<file path="config.mk">
export PLATFORM = sky130hd
export DESIGN_NAME = grid_render_ctrl
export DESIGN_NICKNAME = d
export VERILOG_FILES = /design/src/rtl/grid_render_ctrl_pkg.sv /design/src/rtl/grid_render_ctrl_block_plotter.sv /design/src/rtl/grid_render_ctrl.sv
export SDC_FILE = /design/constraint.sdc
export NUM_CORES = 1
export LEC_CHECK = 0
export CAP_MARGIN = 20
export CORE_MARGIN = 2
export CORE_UTILIZATION = 45
export DETAILED_ROUTE_END_ITERATION = 8
export GPL_ROUTABILITY_DRIVEN = 0
export PLACE_DENSITY_LB_ADDON = 0.3
export SYNTH_ARGS = -nofsm -noshare
export SYNTH_HDL_FRONTEND = slang
export SYNTH_HIERARCHICAL = 1
export SYNTH_SLANG_ARGS = --single-unit
</file>
<file path="constraint.sdc">
create_clock -name i_clock -period 3.26 [get_ports i_clock]
set_input_delay 0.652 -clock i_clock [delete_from_list [all_inputs] [get_ports i_clock]]
set_output_delay 0.652 -clock i_clock [all_outputs]
set_load 0.01 [all_outputs]
</file>
<file path="src/rtl/grid_render_ctrl_pkg.sv">
// Shared constants, colour codes and state encoding for the grid renderer.
// Latency: n/a (declarations only).
// Backpressure: n/a.
package grid_render_ctrl_pkg;

   localparam int GRID_SIZE     = 28;
   localparam int PIXEL_SIZE    = 4;
   localparam int GRID_OFFSET_X = 10;
   localparam int GRID_OFFSET_Y = 4;
   localparam int GRID_CELLS    = GRID_SIZE * GRID_SIZE;

   localparam logic [2:0] CURSOR = 3'b100;
   localparam logic [2:0] INK    = 3'b000;
   localparam logic [2:0] BG     = 3'b111;

   typedef enum logic [2:0] {
      S_IDLE,
      S_CLEAR,
      S_READ,
      S_LATCH,
      S_PLOT,
      S_DONE
   } state_t;

endpackage

</file>
<file path="src/rtl/grid_render_ctrl_block_plotter.sv">
// Sweeps one cell's PIXEL_SIZE x PIXEL_SIZE pixel block, sx fastest then sy.
// Latency: first plot one cycle after i_start, block takes PIXEL_SIZE^2 cycles.
// Backpressure: none; o_done marks the final plot cycle of the sweep.
module grid_block_plotter
   import grid_render_ctrl_pkg::*;
#(
   parameter int PIX   = grid_render_ctrl_pkg::PIXEL_SIZE,
   parameter int OFS_X = grid_render_ctrl_pkg::GRID_OFFSET_X,
   parameter int OFS_Y = grid_render_ctrl_pkg::GRID_OFFSET_Y
) (
   input  logic       i_clock,
   input  logic       i_resetn,
   input  logic       i_start,
   input  logic [4:0] i_gx,
   input  logic [4:0] i_gy,
   output logic       o_plot,
   output logic [7:0] o_x,
   output logic [6:0] o_y,
   output logic       o_done
);

   localparam int            SW     = (PIX > 1) ? $clog2(PIX) : 1;
   localparam logic [SW-1:0] S_LAST = SW'(PIX - 1);

   logic          r_active;
   logic [SW-1:0] r_sx;
   logic [SW-1:0] r_sy;
   logic [7:0]    r_x;
   logic [6:0]    r_y;
   logic [7:0]    w_base_x;
   logic [6:0]    w_base_y;

   // Top-left pixel of the cell; the constant scale reduces to a shift.
   assign w_base_x = 8'(OFS_X) + 8'(i_gx) * 8'(PIX);
   assign w_base_y = 7'(OFS_Y) + 7'(i_gy) * 7'(PIX);

   // Step the pixel coordinates incrementally so no per-pixel add of sx/sy is needed.
   always_ff @(posedge i_clock) begin
      if (!i_resetn) begin
         r_active <= 1'b0;
         r_sx     <= '0;
         r_sy     <= '0;
         r_x      <= '0;
         r_y      <= '0;
      end else if (i_start) begin
         r_active <= 1'b1;
         r_sx     <= '0;
         r_sy     <= '0;
         r_x      <= w_base_x;
         r_y      <= w_base_y;
      end else if (r_active) begin
         if (r_sx == S_LAST) begin
            r_sx <= '0;
            r_x  <= r_x - 8'(PIX - 1);
            if (r_sy == S_LAST) begin
               r_active <= 1'b0;
            end else begin
               r_sy <= r_sy + SW'(1);
               r_y  <= r_y + 7'd1;
            end
         end else begin
            r_sx <= r_sx + SW'(1);
            r_x  <= r_x + 8'd1;
         end
      end
   end

   assign o_plot = r_active;
   assign o_x    = r_x;
   assign o_y    = r_y;
   assign o_done = r_active && (r_sx == S_LAST) && (r_sy == S_LAST);

endmodule

</file>
<file path="src/rtl/grid_render_ctrl.sv">
// Renders a GRID_SIZE^2 cell grid to a pixel plotter: clear, full redraw or single cell.
// Latency: 18 cycles per cell (read, latch, 16 plots) plus a one-cycle DONE.
// Backpressure: cell_req waits un-acked while busy; clear/redraw pulses are held as pending flags.
module grid_render_ctrl
   import grid_render_ctrl_pkg::*;
#(
   parameter int GRID_SIZE     = grid_render_ctrl_pkg::GRID_SIZE,
   parameter int PIXEL_SIZE    = grid_render_ctrl_pkg::PIXEL_SIZE,
   parameter int GRID_OFFSET_X = grid_render_ctrl_pkg::GRID_OFFSET_X,
   parameter int GRID_OFFSET_Y = grid_render_ctrl_pkg::GRID_OFFSET_Y
) (
   input  logic       i_clock,
   input  logic       i_resetn,
   input  logic       i_clear_req,
   input  logic       i_redraw_req,
   input  logic       i_cell_req,
   input  logic [4:0] i_cell_x,
   input  logic [4:0] i_cell_y,
   output logic       o_cell_ack,
   input  logic [4:0] i_cursor_x,
   input  logic [4:0] i_cursor_y,
   output logic [9:0] o_mem_addr,
   input  logic       i_mem_rdata,
   output logic       o_mem_we,
   output logic       o_mem_wdata,
   output logic [7:0] o_vga_x,
   output logic [6:0] o_vga_y,
   output logic [2:0] o_vga_colour,
   output logic       o_vga_plot,
   output logic       o_busy,
   output logic       o_done
);

   localparam logic [4:0] LAST_G = 5'(GRID_SIZE - 1);
   localparam logic [9:0] LAST_A = 10'(GRID_SIZE * GRID_SIZE - 1);

   state_t     r_state;
   logic       r_clr_pend;
   logic       r_rdr_pend;
   logic       r_full;
   logic       r_busy;
   logic       r_done;
   logic       r_mem_we;
   logic [4:0] r_gx;
   logic [4:0] r_gy;
   logic [9:0] r_addr;
   logic [2:0] r_colour;

   logic       w_clr_go;
   logic       w_rdr_go;
   logic       w_cell_go;
   logic       w_cell_ok;
   logic [9:0] w_cell_addr;
   logic       w_pl_start;
   logic       w_pl_done;

   // A request pulse in the IDLE cycle counts as pending so it beats a cell request.
   assign w_clr_go    = r_clr_pend | i_clear_req;
   assign w_rdr_go    = r_rdr_pend | i_redraw_req;
   assign w_cell_go   = i_resetn && (r_state == S_IDLE) && !w_clr_go && !w_rdr_go && i_cell_req;
   assign w_cell_ok   = (int'(i_cell_x) < GRID_SIZE) && (int'(i_cell_y) < GRID_SIZE);
   assign w_cell_addr = 10'(i_cell_y) * 10'(GRID_SIZE) + 10'(i_cell_x);
   assign w_pl_start  = (r_state == S_LATCH);

   // Main sequencer: request arbitration, clear sweep, per-cell read/latch/plot walk.
   always_ff @(posedge i_clock) begin
      if (!i_resetn) begin
         r_state    <= S_IDLE;
         r_clr_pend <= 1'b0;
         r_rdr_pend <= 1'b0;
         r_full     <= 1'b0;
         r_busy     <= 1'b0;
         r_done     <= 1'b0;
         r_mem_we   <= 1'b0;
         r_gx       <= '0;
         r_gy       <= '0;
         r_addr     <= '0;
         r_colour   <= '0;
      end else begin
         // A clear already running covers any clear or redraw that arrives meanwhile.
         if (i_clear_req && (r_state != S_CLEAR)) r_clr_pend <= 1'b1;
         if (i_redraw_req && (r_state != S_CLEAR)) r_rdr_pend <= 1'b1;
         case (r_state)
            S_IDLE: begin
               if (w_clr_go) begin
                  r_clr_pend <= 1'b0;
                  r_rdr_pend <= 1'b0;
                  r_addr     <= '0;
                  r_mem_we   <= 1'b1;
                  r_busy     <= 1'b1;
                  r_state    <= S_CLEAR;
               end else if (w_rdr_go) begin
                  r_rdr_pend <= 1'b0;
                  r_full     <= 1'b1;
                  r_gx       <= '0;
                  r_gy       <= '0;
                  r_addr     <= '0;
                  r_busy     <= 1'b1;
                  r_state    <= S_READ;
               end else if (w_cell_go) begin
                  r_full <= 1'b0;
                  r_gx   <= i_cell_x;
                  r_gy   <= i_cell_y;
                  r_busy <= 1'b1;
                  if (w_cell_ok) begin
                     r_addr  <= w_cell_addr;
                     r_state <= S_READ;
                  end else begin
                     r_done  <= 1'b1;
                     r_state <= S_DONE;
                  end
               end
            end
            S_CLEAR: begin
               if (r_addr == LAST_A) begin
                  r_mem_we <= 1'b0;
                  r_addr   <= '0;
                  r_full   <= 1'b1;
                  r_gx     <= '0;
                  r_gy     <= '0;
                  r_state  <= S_READ;
               end else begin
                  r_addr <= r_addr + 10'd1;
               end
            end
            S_READ: begin
               r_state <= S_LATCH;
            end
            S_LATCH: begin
               if ((r_gx == i_cursor_x) && (r_gy == i_cursor_y)) r_colour <= CURSOR;
               else if (i_mem_rdata)                               r_colour <= INK;
               else                                                r_colour <= BG;
               r_state <= S_PLOT;
            end
            S_PLOT: begin
               if (w_pl_done) begin
                  if (r_full && !((r_gx == LAST_G) && (r_gy == LAST_G))) begin
                     if (r_gx == LAST_G) begin
                        r_gx <= '0;
                        r_gy <= r_gy + 5'd1;
                     end else begin
                        r_gx <= r_gx + 5'd1;
                     end
                     r_addr  <= r_addr + 10'd1;
                     r_state <= S_READ;
                  end else begin
                     r_done  <= 1'b1;
                     r_state <= S_DONE;
                  end
               end
            end
            S_DONE: begin
               r_done  <= 1'b0;
               r_busy  <= 1'b0;
               r_state <= S_IDLE;
            end
            default: begin
               r_state <= S_IDLE;
            end
         endcase
      end
   end

   grid_block_plotter #(
      .PIX   (PIXEL_SIZE),
      .OFS_X (GRID_OFFSET_X),
      .OFS_Y (GRID_OFFSET_Y)
   ) u_plotter (
      .i_clock  (i_clock),
      .i_resetn (i_resetn),
      .i_start  (w_pl_start),
      .i_gx     (r_gx),
      .i_gy     (r_gy),
      .o_plot   (o_vga_plot),
      .o_x      (o_vga_x),
      .o_y      (o_vga_y),
      .o_done   (w_pl_done)
   );

   assign o_cell_ack   = w_cell_go;
   assign o_mem_addr   = r_addr;
   assign o_mem_we     = r_mem_we;
   assign o_mem_wdata  = 1'b0;
   assign o_vga_colour = r_colour;
   assign o_busy       = r_busy;
   assign o_done       = r_done;

endmodule

</file>
# ---- Word-level counts from Yosys, hierarchy flattened
# Index checks and enable logic that the tools add are counted.
dict set report word_totals {
  n_memories 0
  out_inout_bits 34
  latchBits 0
  input_bits 26
  mem_bits_ro 0
  regBits 52
  mem_bits_rw 0
  elab_cells 165
}
dict set report classes {
  mul 1
  div_mod_pow 0
  n_reduce_logical 33
  addsub 11
  bitwise_logic 4
  muxes 71
  shift 0
  n_eq_ne 27
  magnitude_cmp 2
}
# op count
set ops {}
lappend ops {{10-bit two-way mux} 7}
lappend ops {{5-bit two-way mux} 13}
lappend ops {{10-bit one-hot mux with 3 select lines} 1}
lappend ops {{5-bit one-hot mux with 3 select lines} 2}
lappend ops {{7-bit two-way mux} 4}
lappend ops {{3-bit two-way mux} 9}
lappend ops {{1-bit two-way mux} 26}
lappend ops {{8-bit two-way mux} 3}
lappend ops {{2-bit != test, second input constant} 9}
lappend ops {{3-bit one-hot mux with 5 select lines} 1}
lappend ops {{7-bit AND reduction} 2}
lappend ops {{1-bit logical AND} 12}
lappend ops {{3-bit AND reduction} 4}
lappend ops {{10-bit by 1-bit adder with 10-bit output, second input constant} 1}
lappend ops {{10-bit by 5-bit adder with 10-bit output} 1}
lappend ops {{5-bit by 1-bit adder with 5-bit output, second input constant} 2}
lappend ops {{10-bit equality test, second input constant} 1}
lappend ops {{5-bit equality test} 2}
lappend ops {{5-bit equality test, second input constant} 2}
lappend ops {{5-bit < comparator, second input constant} 2}
lappend ops {{4-bit by 7-bit adder with 8-bit output, first input constant} 1}
lappend ops {{8-bit by 1-bit adder with 8-bit output, second input constant} 1}
lappend ops {{5-bit by 3-bit multiplier with 8-bit output, second input constant} 1}
lappend ops {{4-bit != test, second input constant} 2}
lappend ops {{other kinds (25)} 40}

# ---- Longest topological paths before layout
# Gate-level depths: netlist (run 1).
dict set report logic_depth {
  word_depth 9
  depth_mapped 10
  depth_no_buf 10
}

# ---- Cells and area by module
# Netlist (run 1), hierarchy kept.
# mod seq_area_each_um2 cells_per_inst area_each_um2 n_inst
set modules_own_cells {}
lappend modules_own_cells {grid_render_ctrl 620.6 323 2600.0 1}
lappend modules_own_cells {grid_block_plotter 400.4 165 1381.3 1}

# ---- Least setup slack after synthesis (run 1)
# Ideal clock, no wire load.
dict set report synth_path {
  kind {input port to flip-flop}
  startpoint {input i_cell_y[0]}
  endpoint {register r_addr[9], in the netlist o_mem_addr[9]}
  n_path_buf 0
  path_slack_ns 0.172
  t_required_ns 3.199
  arrival_ns 3.027
  stages 8
  setup_time_ns 0.061
  path_cell_list {fa_1 ha_1 inv_1 fa_1 or3_1 or4_1 o311ai_0 a32o_1}
}
dict set report synth_between {
  elab_chain_cells 7
  elab_cells_between_ends 11
  cone_classes {1 x add/sub; 1 x mul; 1 x order compare; 1 x eq/ne; 5 x mux; 2 x reduce/logical}
}
# item line_no
set synth_lines {}
lappend synth_lines {{from (decl)} grid_render_ctrl.sv:18} ;# input logic [4:0] i_cell_y,
lappend synth_lines {{5-bit by 3-bit multiplier with 8-bit output} grid_render_ctrl.sv:62} ;# assign w_cell_addr = 10'(i_cell_y) * 10'(GRID_SIZE) + 10'(i_cell_x);
lappend synth_lines {{10-bit by 5-bit adder with 10-bit output} grid_render_ctrl.sv:62}
lappend synth_lines {{10-bit two-way mux} grid_render_ctrl.sv:105} ;# if (w_cell_ok) begin
lappend synth_lines {{10-bit two-way mux} grid_render_ctrl.sv:100} ;# end else if (w_cell_go) begin
lappend synth_lines {{10-bit two-way mux} grid_render_ctrl.sv:92} ;# end else if (w_rdr_go) begin
lappend synth_lines {{10-bit two-way mux} grid_render_ctrl.sv:85} ;# if (w_clr_go) begin
lappend synth_lines {{10-bit one-hot mux with 3 select lines} grid_render_ctrl.sv:83} ;# case (r_state)
lappend synth_lines {{to (signal assigned)} grid_render_ctrl.sv:106} ;# r_addr <= w_cell_addr;
lappend synth_lines {{to (signal assigned)} grid_render_ctrl.sv:123} ;# r_addr <= r_addr + 10'd1;
lappend synth_lines {{to (signal assigned)} grid_render_ctrl.sv:144} ;# r_addr <= r_addr + 10'd1;
lappend synth_lines {{to (decl)} grid_render_ctrl.sv:46} ;# logic [9:0] r_addr;
# Parallel ways exist; a longest one is shown, timed or not. The select of a mux whose other input is x is not followed.
# A chain may end at the register's enable or synchronous reset.

# ---- Worst setup path after layout (run 1)
dict set report layout_path {
  startpoint {input i_cell_y[1]}
  endpoint {register r_addr[9], in the netlist o_mem_addr[9]}
}
# The elaborated chain is that of the path after synthesis.

==> flow_metrics.tcl, run 1 <==
set metrics [dict create \
    status "finished clean" \
    ant_nets 0 \
    cts_max_level 2 \
    startpoint "i_cell_y[1]" \
    register_area_sq_um 1021 \
    num_rows 34 \
    die_h_um 98.06 \
    p_per_area_nw_per_um2 580.0 \
    min_to "u_plotter/r_sy[1]" \
    reg2reg_slack_ns 0.81 \
    synth.distinct_cells 77 \
    fmax_mhz 322.5 \
    viasPerCell 5.840 \
    drt_iter0_markers 243 \
    cts_tree "yes" \
    post-route-util_pct 55.98 \
    synth.avg_cell_area_sq_um 8.158 \
    path_delay_family "adder cells" \
    synth_nets 540 \
    syn2layout_area_growth_pct 21.43 \
    drive_above_1_share_pct 9.689 \
    relSlewSlack_pct 45.84 \
    worst_path_largest_cell_delay_ns 0.54 \
    drv_slew 0 \
    crit_type "primary input to register" \
    core_sq_um 8636 \
    power.leakage_nw 1.871 \
    numCtsBuffers 5 \
    worst_pin_slew_ns 0.8124 \
    start_util_pct 46.10 \
    grt_first_pass_wirelength_um 17510 \
    num_vias 3825 \
    peakVddDrop_mv 0.3623 \
    p_switching_mw 1.172 \
    hp-start "u_plotter/r_sy[1]" \
    drt_wl_total_um 10200 \
    drc 0 \
    yosysWarnings 6 \
    cts.sink_count 51 \
    final_nets 599 \
    critPathRequiredTime_ns 3.52 \
    crit_fanout 3 \
    grt_pass1_vias 3638 \
    sequentialPowerShare_pct 35.4 \
    cp_slowest_cell "fa_1" \
    critPathBufInv 2 \
    skew_ns 0.003842 \
    comb_power_share_pct 48.7 \
    syn_area_sq_um 3981 \
    grt_start_max_net_pins 63 \
    p_int_mw 1.632 \
    setup_viol 0 \
    synth-seq-area-share_pct 25.64 \
    async_reset_ff_share_pct 0 \
    place_inst 647 \
    clk_pin_slew_worst_paths_ns 0.10 \
    post_drt_wl_per_cell_um 15.57 \
    synth_edf_count 0 \
    portBuffers 58 \
    r2r-end "o_mem_addr[2]" \
    filler_cell_count 785 \
    firstDrtPassIters 5 \
    layout_commonest_cell "nand2_1" \
    max_cap_violations 0 \
    grt_usage_pct 21.35 \
    ys_ff_latch 51 \
    holdPathStages 2 \
    stdcell_count 655 \
    num_antenna_cells 0 \
    rsz0062_at_grt "no" \
    critPathLaunchType "primary input" \
    cts_buffer_depth 2 \
    clk_latency_ns 0.30 \
    num_io_pins 60 \
    synth_ff_type "dfxtp_1" \
    crit_path_cell_trace "dlygate4sd2_1 -> fa_1 -> ha_2 -> inv_1 -> fa_2 -> xor2_1 -> or3_4 -> or4_1 -> o311ai_0 -> a32o_1" \
    finalCriticalPeriod_ns 3.101 \
    dpl.hpwl_um 7492 \
    switching_share_pct 41.81 \
    r2r.worst_path.cells 8 \
    min-delay-path-class "register to register" \
    multi_input_area_sq_um 2743 \
    arrival_ns 3.36 \
    clockPowerShare_pct 15.9 \
    antenna_found_initial 0 \
    synthCells 488 \
    hold_viol 0 \
    critPathCaptureType "register" \
    overflow 0 \
    fin_crit_sh_pct 95.11 \
    cts-root-buf "clkbuf_8" \
    ctsHoldBuffers 0 \
    worst_hold_slack_ns 0.4705 \
    die_area_sq_um 9616 \
    layout_common_cells "nand2_1 (58), clkdlybuf4s50_1 (53), dfxtp_1 (51)" \
    die_width_um 98.06 \
    reg2reg_from "r_gx[1]" \
]
-- metal layers --
layer	wire length [um]	GRT usage, %	up-vias
met4	82	3.953	0
li1	-	-	1886
met5	0	0	-
met2	4878	35.56	143
met1	4567	29.44	1787
met3	671	3.579	9
-- power by group through the flow --
| stage | Combinational (mW) | Clock [mW] | Sequential, mW |
|---|---|---|---|
| global route | 1.51 | 0.475 | 1.03 |
| detailed placement | 1.34 | 0 | 1.00 |
| floorplan | 1.00 | 0 | 0.918 |
| CTS | 1.35 | 0.457 | 0.990 |
| finish | 1.37 | 0.446 | 0.992 |
| global placement | 1.32 | 0 | 0.997 |
-- through the flow --
step	worst slack (ns)	area, sq um	total power, mW	setup TNS (ns)
finish	0.1594	4835	2.804	0
global route	0.08023	4835	3.016	0
CTS	0.01315	4810	2.798	0
detailed placement	-0.4631	4696	2.339	-1.176
global placement	-0.3576	4696	2.320	-0.8658
floorplan	0.1722	3981	1.917	0
-- registers in the layout, summed over array words and instances (netlist names), 2 cells and up --
register,count
u_plotter/r_sx,2
o_vga_colour,2
u_plotter/o_x,8
o_mem_addr,10
u_plotter/o_y,7
r_state,3
r_gx,5
r_gy,5
u_plotter/r_sy,2
-- synth_stat cells (6+ instances only) --
| library cell | instances | area (sq um) |
|---|---|---|
| clkbuf_1 | 12 | 45.04 |
| inv_1 | 21 | 78.83 |
| and3_1 | 12 | 75.07 |
| a21oi_1 | 20 | 100.1 |
| o21ai_0 | 36 | 180.2 |
| xor2_1 | 14 | 122.6 |
| o211a_1 | 10 | 100.1 |
| a32o_1 | 6 | 60.06 |
| xnor2_1 | 26 | 227.7 |
| nand3_1 | 25 | 125.1 |
| a21boi_0 | 8 | 60.06 |
| nand2_1 | 58 | 217.7 |
| nand2b_1 | 6 | 37.54 |
| buf_4 | 6 | 45.04 |
| dfxtp_1 | 51 | 1021 |
| nor3_1 | 9 | 45.04 |
| fa_1 | 6 | 120.1 |
| buf_2 | 6 | 30.03 |
| ha_1 | 20 | 250.2 |
| nor2_1 | 24 | 90.09 |
-- worst max path at each step --
stage	slack, ns	cells past startpoint	endpoint
finish	0.16	10	o_mem_addr[9]
CTS	0.01	10	o_mem_addr[9]
global route	0.08	10	o_mem_addr[9]
detailed placement	-0.46	10	o_mem_addr[9]
global placement	-0.36	10	o_mem_addr[9]
floorplan	0.17	8	o_mem_addr[9]
-- worst reg2reg max path, delay by kind of cell (launching register included) --
kind / cells / cell delay [ns]
AO/OA/AOI/OAI: 3 / 0.73
flip-flops: 1 / 0.49
buffers and inverters: 1 / 0.21
adder cells (fa/ha/maj): 1 / 0.28
AND/OR/NAND/NOR: 3 / 0.65
-- kinds of logic (layout without fill, tap and decap cells) --
kind of cell | count (synthesis) | count (layout) | synth area share (%)
and+or+nand+nor | 179 | 179 | 24.39
AOI/OAI and AO/OA | 137 | 137 | 24.73
DFF | 51 | 51 | 25.64
buffers and inverters | 50 | 109 | 6.034
xor gates and xnor gates | 40 | 40 | 8.800
adders and majority gates | 26 | 26 | 9.302
muxes | 4 | 4 | 1.006
other | 1 | 1 | 0.09419
-- repair_timing --
item | in CTS | in global routing
pin swaps | 2 | 3
setup endpoints to repair | 2 | 2
resized for setup | 5 | 3
buffers inserted | 0 | 1
-- layout make-up --
class                      count  share of cell area [%]
clock buffer                   5                   1.423
clock inverter                 2                  0.7764
timing repair buffer          81                   15.53
multi-input combinational    387                   56.73
tap                          108                   2.795
inverter                      21                   1.630
sequential                    51                   21.12
Power figures use the tool's default switching activity.
==> run 2: changes to the inputs <==
--- a/config.mk
+++ b/config.mk
@@ -11,6 +11,7 @@
 export DETAILED_ROUTE_END_ITERATION = 8
 export GPL_ROUTABILITY_DRIVEN = 0
 export PLACE_DENSITY_LB_ADDON = 0.3
+export RECOVER_POWER = 100
 export SYNTH_ARGS = -nofsm -noshare
 export SYNTH_HDL_FRONTEND = slang
 export SYNTH_HIERARCHICAL = 1
==> flow_metrics.tcl, run 2 (same netlist as run 1, synthesis figures left out) <==
set metrics [dict create \
    syn2layout_area_growth_pct 20.02 \
    critPathCaptureType "register" \
    die_width_um 98.06 \
    arrival_ns 3.37 \
    reg2reg_slack_ns 0.52 \
    num_rows 34 \
    firstDrtPassIters 5 \
    crit_type "primary input to register" \
    drv_slew 0 \
    drive_above_1_share_pct 7.861 \
    place_inst 647 \
    start_util_pct 46.10 \
    num_vias 3821 \
    sequentialPowerShare_pct 36.0 \
    cts_buffer_depth 2 \
    fmax_mhz 321.3 \
    layout_common_cells "nand2_1 (58), dfxtp_1 (51), o21ai_0 (37)" \
    ctsHoldBuffers 0 \
    switching_share_pct 42.36 \
    peakVddDrop_mv 0.3345 \
    antenna_found_initial 0 \
    dpl.hpwl_um 7492 \
    grt_start_max_net_pins 63 \
    cts_tree "yes" \
    holdPathStages 2 \
    die_h_um 98.06 \
    skew_ns 0.002921 \
    rsz0062_at_grt "no" \
    core_sq_um 8636 \
    clk_latency_ns 0.31 \
    min-delay-path-class "register to register" \
    clockPowerShare_pct 16.5 \
    crit_fanout 4 \
    ant_nets 0 \
    status "finished clean" \
    p_int_mw 1.579 \
    max_cap_violations 0 \
    r2r.worst_path.cells 6 \
    final_nets 599 \
    cts_max_level 2 \
    dp_slack_ns -0.4631 \
    worst_hold_slack_ns 0.4706 \
    numCtsBuffers 5 \
    clk_pin_slew_worst_paths_ns 0.10 \
    num_io_pins 60 \
    worst_pin_slew_ns 0.8687 \
    largest_register_ffs 10 \
    reg2reg_from "r_state[0]" \
    layout_commonest_cell "nand2_1" \
    grt_first_pass_wirelength_um 17510 \
    portBuffers 58 \
    cts-root-buf "clkbuf_8" \
    drt_wl_total_um 10220 \
    setup_viol 0 \
    grt_usage_pct 21.35 \
    comb_power_share_pct 47.5 \
    stdcell_count 655 \
    cts.sink_count 51 \
    num_antenna_cells 0 \
    r2r-end "o_mem_addr[5]" \
    relSlewSlack_pct 42.09 \
    critPathRequiredTime_ns 3.52 \
    finalCriticalPeriod_ns 3.113 \
    drc 0 \
    p_per_area_nw_per_um2 573.3 \
    power.leakage_nw 1.946 \
    drt_iter0_markers 219 \
    overflow 0 \
    grt_pass1_vias 3638 \
    p_switching_mw 1.160 \
    viasPerCell 5.834 \
    fin_ws_ns 0.1473 \
    fin_crit_sh_pct 95.48 \
    critPathLaunchType "primary input" \
    finalSetupTns_ns 0 \
    hold_viol 0 \
    min_to "u_plotter/r_sy[1]" \
    post_drt_wl_per_cell_um 15.60 \
    hp-start "u_plotter/r_sy[1]" \
    die_area_sq_um 9616 \
]
run 2: cell count changes in the layout (fill, tap and decap cells not counted), sizes merged:
cell           delta
clkdlybuf4s50    -32
dlygate4sd3      +32
buf               -6
clkbuf            +6
run 2: critical path: stages:
cell           delay (ns)
dlygate4sd2_1        0.31
fa_1                 0.47
ha_1                 0.22
inv_1                0.07
fa_2                 0.45
or3_4                0.42
or4_1                0.50
o311ai_0             0.12
a32o_1               0.17
run 2: worst max-delay path by stage:
| stage | start | to |
|---|---|---|
| after floorplan | i_cell_y[0] | o_mem_addr[9] |
| after global placement | i_cell_y[1] | o_mem_addr[9] |
| after detailed placement | i_cell_y[1] | o_mem_addr[9] |
| after CTS | i_cell_y[0] | o_mem_addr[9] |
| after global routing | i_cell_y[1] | o_mem_addr[9] |
| final | i_cell_y[2] | o_mem_addr[9] |
run 2: per-stage QoR:
step | util, % | cell area (sq um) | power, mW
final | 55.33 | 4778 | 2.740
after global routing | 55.33 | 4778 | 2.947
after CTS | 55.69 | 4810 | 2.798
after detailed placement | 54.38 | 4696 | 2.339
after global placement | 54.38 | 4696 | 2.320
after floorplan | - | 3981 | 1.917
run 2: metal layers:
| metal | wire length (um) | global-route usage [%] |
|---|---|---|
| met4 | 72 | 3.953 |
| met2 | 4865 | 35.56 |
| met5 | 0 | 0 |
| met3 | 616 | 3.579 |
| met1 | 4664 | 29.44 |
run 2: area by class of cell:
type	instances	area, sq um
fillers	791	3857
multi-input cells	387	2705
flip-flops and latches	51	1021
repair buffers	81	732.0
well taps	108	135.1
inverters	21	78.83
clock buffers	5	68.82
clock inverters	2	37.54
run 2: timing repair:
item	4_1_cts	5_1_grt
pin swaps	2	3
endpoints found under the setup margin	2	2
cloned	0	0
gates resized for setup	5	3
buffers inserted	0	1
run 2: power groups by stage:
stage	clock network (mW)	registers [mW]	logic, mW
detailed placement	0	1.00	1.34
CTS	0.457	0.990	1.35
global placement	0	0.997	1.32
floorplan	0	0.918	1.00
finish	0.452	0.985	1.30
global route	0.475	1.02	1.45
==> run 3: changes to the inputs <==
--- a/config.mk
+++ b/config.mk
@@ -10,7 +10,7 @@
 export CORE_UTILIZATION = 45
 export DETAILED_ROUTE_END_ITERATION = 8
 export GPL_ROUTABILITY_DRIVEN = 0
-export PLACE_DENSITY_LB_ADDON = 0.3
+export PLACE_DENSITY_LB_ADDON = 0.15
 export RECOVER_POWER = 100
 export SYNTH_ARGS = -nofsm -noshare
 export SYNTH_HDL_FRONTEND = slang
==> flow_metrics.tcl, run 3 (same netlist as run 1, synthesis figures left out) <==
set metrics [dict create \
    status "finished clean" \
    crit_path_frequent_cell "fa_1" \
    grt_usage_pct 20.82 \
    clk_pin_slew_worst_paths_ns 0.11 \
    final_nets 599 \
    post_drt_wl_per_cell_um 15.34 \
    cts.sink_count 51 \
    stdcell_count 656 \
    cts_buffer_depth 2 \
    drt_iter0_markers 145 \
    comb_power_share_pct 47.8 \
    cp_slowest_cell "fa_1" \
    path_delay_family "adder cells" \
    worst_path_largest_cell_delay_ns 0.53 \
    p_per_area_nw_per_um2 580.9 \
    critPathCaptureType "register" \
    dpl.hpwl_um 7575 \
    layout_common_cells "nand2_1 (58), dfxtp_1 (51), o21ai_0 (37)" \
    antenna_found_initial 0 \
    die_h_um 98.06 \
    largest_register_ffs 10 \
    drv_slew 0 \
    grt_start_max_net_pins 63 \
    clk_latency_ns 0.32 \
    num_io_pins 60 \
    fmax_mhz 318.0 \
    die_area_sq_um 9616 \
    skew_ns 0.01207 \
    critPathLaunchType "primary input" \
    portBuffers 58 \
    num_vias 3810 \
    hold_viol 0 \
    numCtsBuffers 5 \
    clockPowerShare_pct 17.2 \
    ant_nets 0 \
    worst_pin_slew_ns 0.9000 \
    core_sq_um 8636 \
    grt_pass1_vias 3485 \
    finalCriticalPeriod_ns 3.144 \
    drc 0 \
    worst_hold_slack_ns 0.4812 \
    p_switching_mw 1.184 \
    die_width_um 98.06 \
    finalSetupTns_ns 0 \
    setup_viol 0 \
    crit_type "primary input to register" \
    viasPerCell 5.808 \
    arrival_ns 3.41 \
    p_int_mw 1.592 \
    cts_tree "yes" \
    finalInstanceArea_sq_um 4777 \
    peakVddDrop_mv 0.2386 \
    cts-root-buf "clkbuf_8" \
    start_util_pct 46.10 \
    rsz0062_at_grt "no" \
    total_power_mw 2.775 \
    overflow 0 \
    post_cts_buffers 0 \
    crit_path_cell_trace "clkdlybuf4s50_1 -> fa_1 -> inv_1 -> fa_1 -> xor2_1 -> or3_4 -> or4_1 -> o311ai_1 -> a32o_1" \
    place_inst 648 \
    ctsHoldBuffers 0 \
    num_antenna_cells 0 \
    drive_above_1_share_pct 8.029 \
    critPathRequiredTime_ns 3.53 \
    drt_wl_total_um 10060 \
    switching_share_pct 42.65 \
    grt_first_pass_wirelength_um 16700 \
    layout_commonest_cell "nand2_1" \
    fin_crit_sh_pct 96.46 \
    syn2layout_area_growth_pct 19.99 \
    num_rows 34 \
    cts_max_level 2 \
    crit_fanout 3 \
    min-delay-path-class "register to register" \
    relSlewSlack_pct 40.00 \
    power.leakage_nw 1.944 \
    firstDrtPassIters 5 \
    max_cap_violations 0 \
    critPathBufInv 2 \
    sequentialPowerShare_pct 35.0 \
    place_area_sq_um 4703 \
]
==> run 3: changes by cell type in the layout (fill, tap and decap cells not counted), sizes merged <==
cell	change
dlygate4sd2	+1
clkdlybuf4s50	+1
clkinv	+1
inv	+1
buf	+2
clkbuf	-2
dlymetal6s2s	-2
clkinvlp	-1
==> run 3: area by class of cell <==
type                            count  area [sq um]
Sequential cell                    51          1021
Tap cell                          108         135.1
Clock buffer                        5         68.82
Fill cell                         839          3859
Inverter                           21         78.83
Timing Repair Buffer               81         729.5
Clock inverter                      3         47.55
Multi-Input combinational cell    387          2696
==> run 3: final timing paths <==
| kind | startpoint | end | slack (ns) | depth (start not counted) |
|---|---|---|---|---|
| min reg2reg | u_plotter/r_sy[1] | u_plotter/r_sy[1] | 0.48 | 2 |
| min | u_plotter/r_sy[1] | u_plotter/r_sy[1] | 0.48 | 2 |
| max reg2reg | r_state[0] | o_mem_addr[5] | 0.38 | 6 |
| max | i_cell_y[3] | o_mem_addr[9] | 0.12 | 9 |
==> run 3: layer usage <==
metal / global-route usage, % / part of all wire [%] / up-vias
met2: 36.46 / 49 / 91
met3: 3.436 / 4.3 / 13
met5: 0 / 0 / -
met1: 26.36 / 45 / 1815
met4: 5.983 / 1.6 / 0
li1: - / - / 1891
==> run 3: power groups by stage <==
stage                     clock (mW)  combinational, mW  sequential, mW
final                          0.477               1.33           0.971
after global routing           0.515               1.48            1.00
after CTS                      0.491               1.38           0.978
after detailed placement           0               1.37           0.990
after global placement             0               1.35           0.984
after floorplan                    0               1.00           0.918
==> run 3: worst reg2reg max path, delay by kind of cell, from the launching register on <==
family,cells,cell delay [ns]
compound gates,3,0.94
flops,1,0.74
simple gates,3,1.16
==> run 3: repair_timing <==
action	4_1_cts	5_1_grt
endpoints found under the setup margin	1	2
resized for setup	5	2
pin swaps	1	0
==> run 3: metrics by stage <==
step | worst slack, ns | utilization (%)
after floorplan | 0.1722 | -
after global placement | -0.3635 | 54.46
after detailed placement | -0.4428 | 54.46
after CTS | 0.1165 | 55.82
after global routing | 0.01860 | 55.32
final | 0.1155 | 55.32
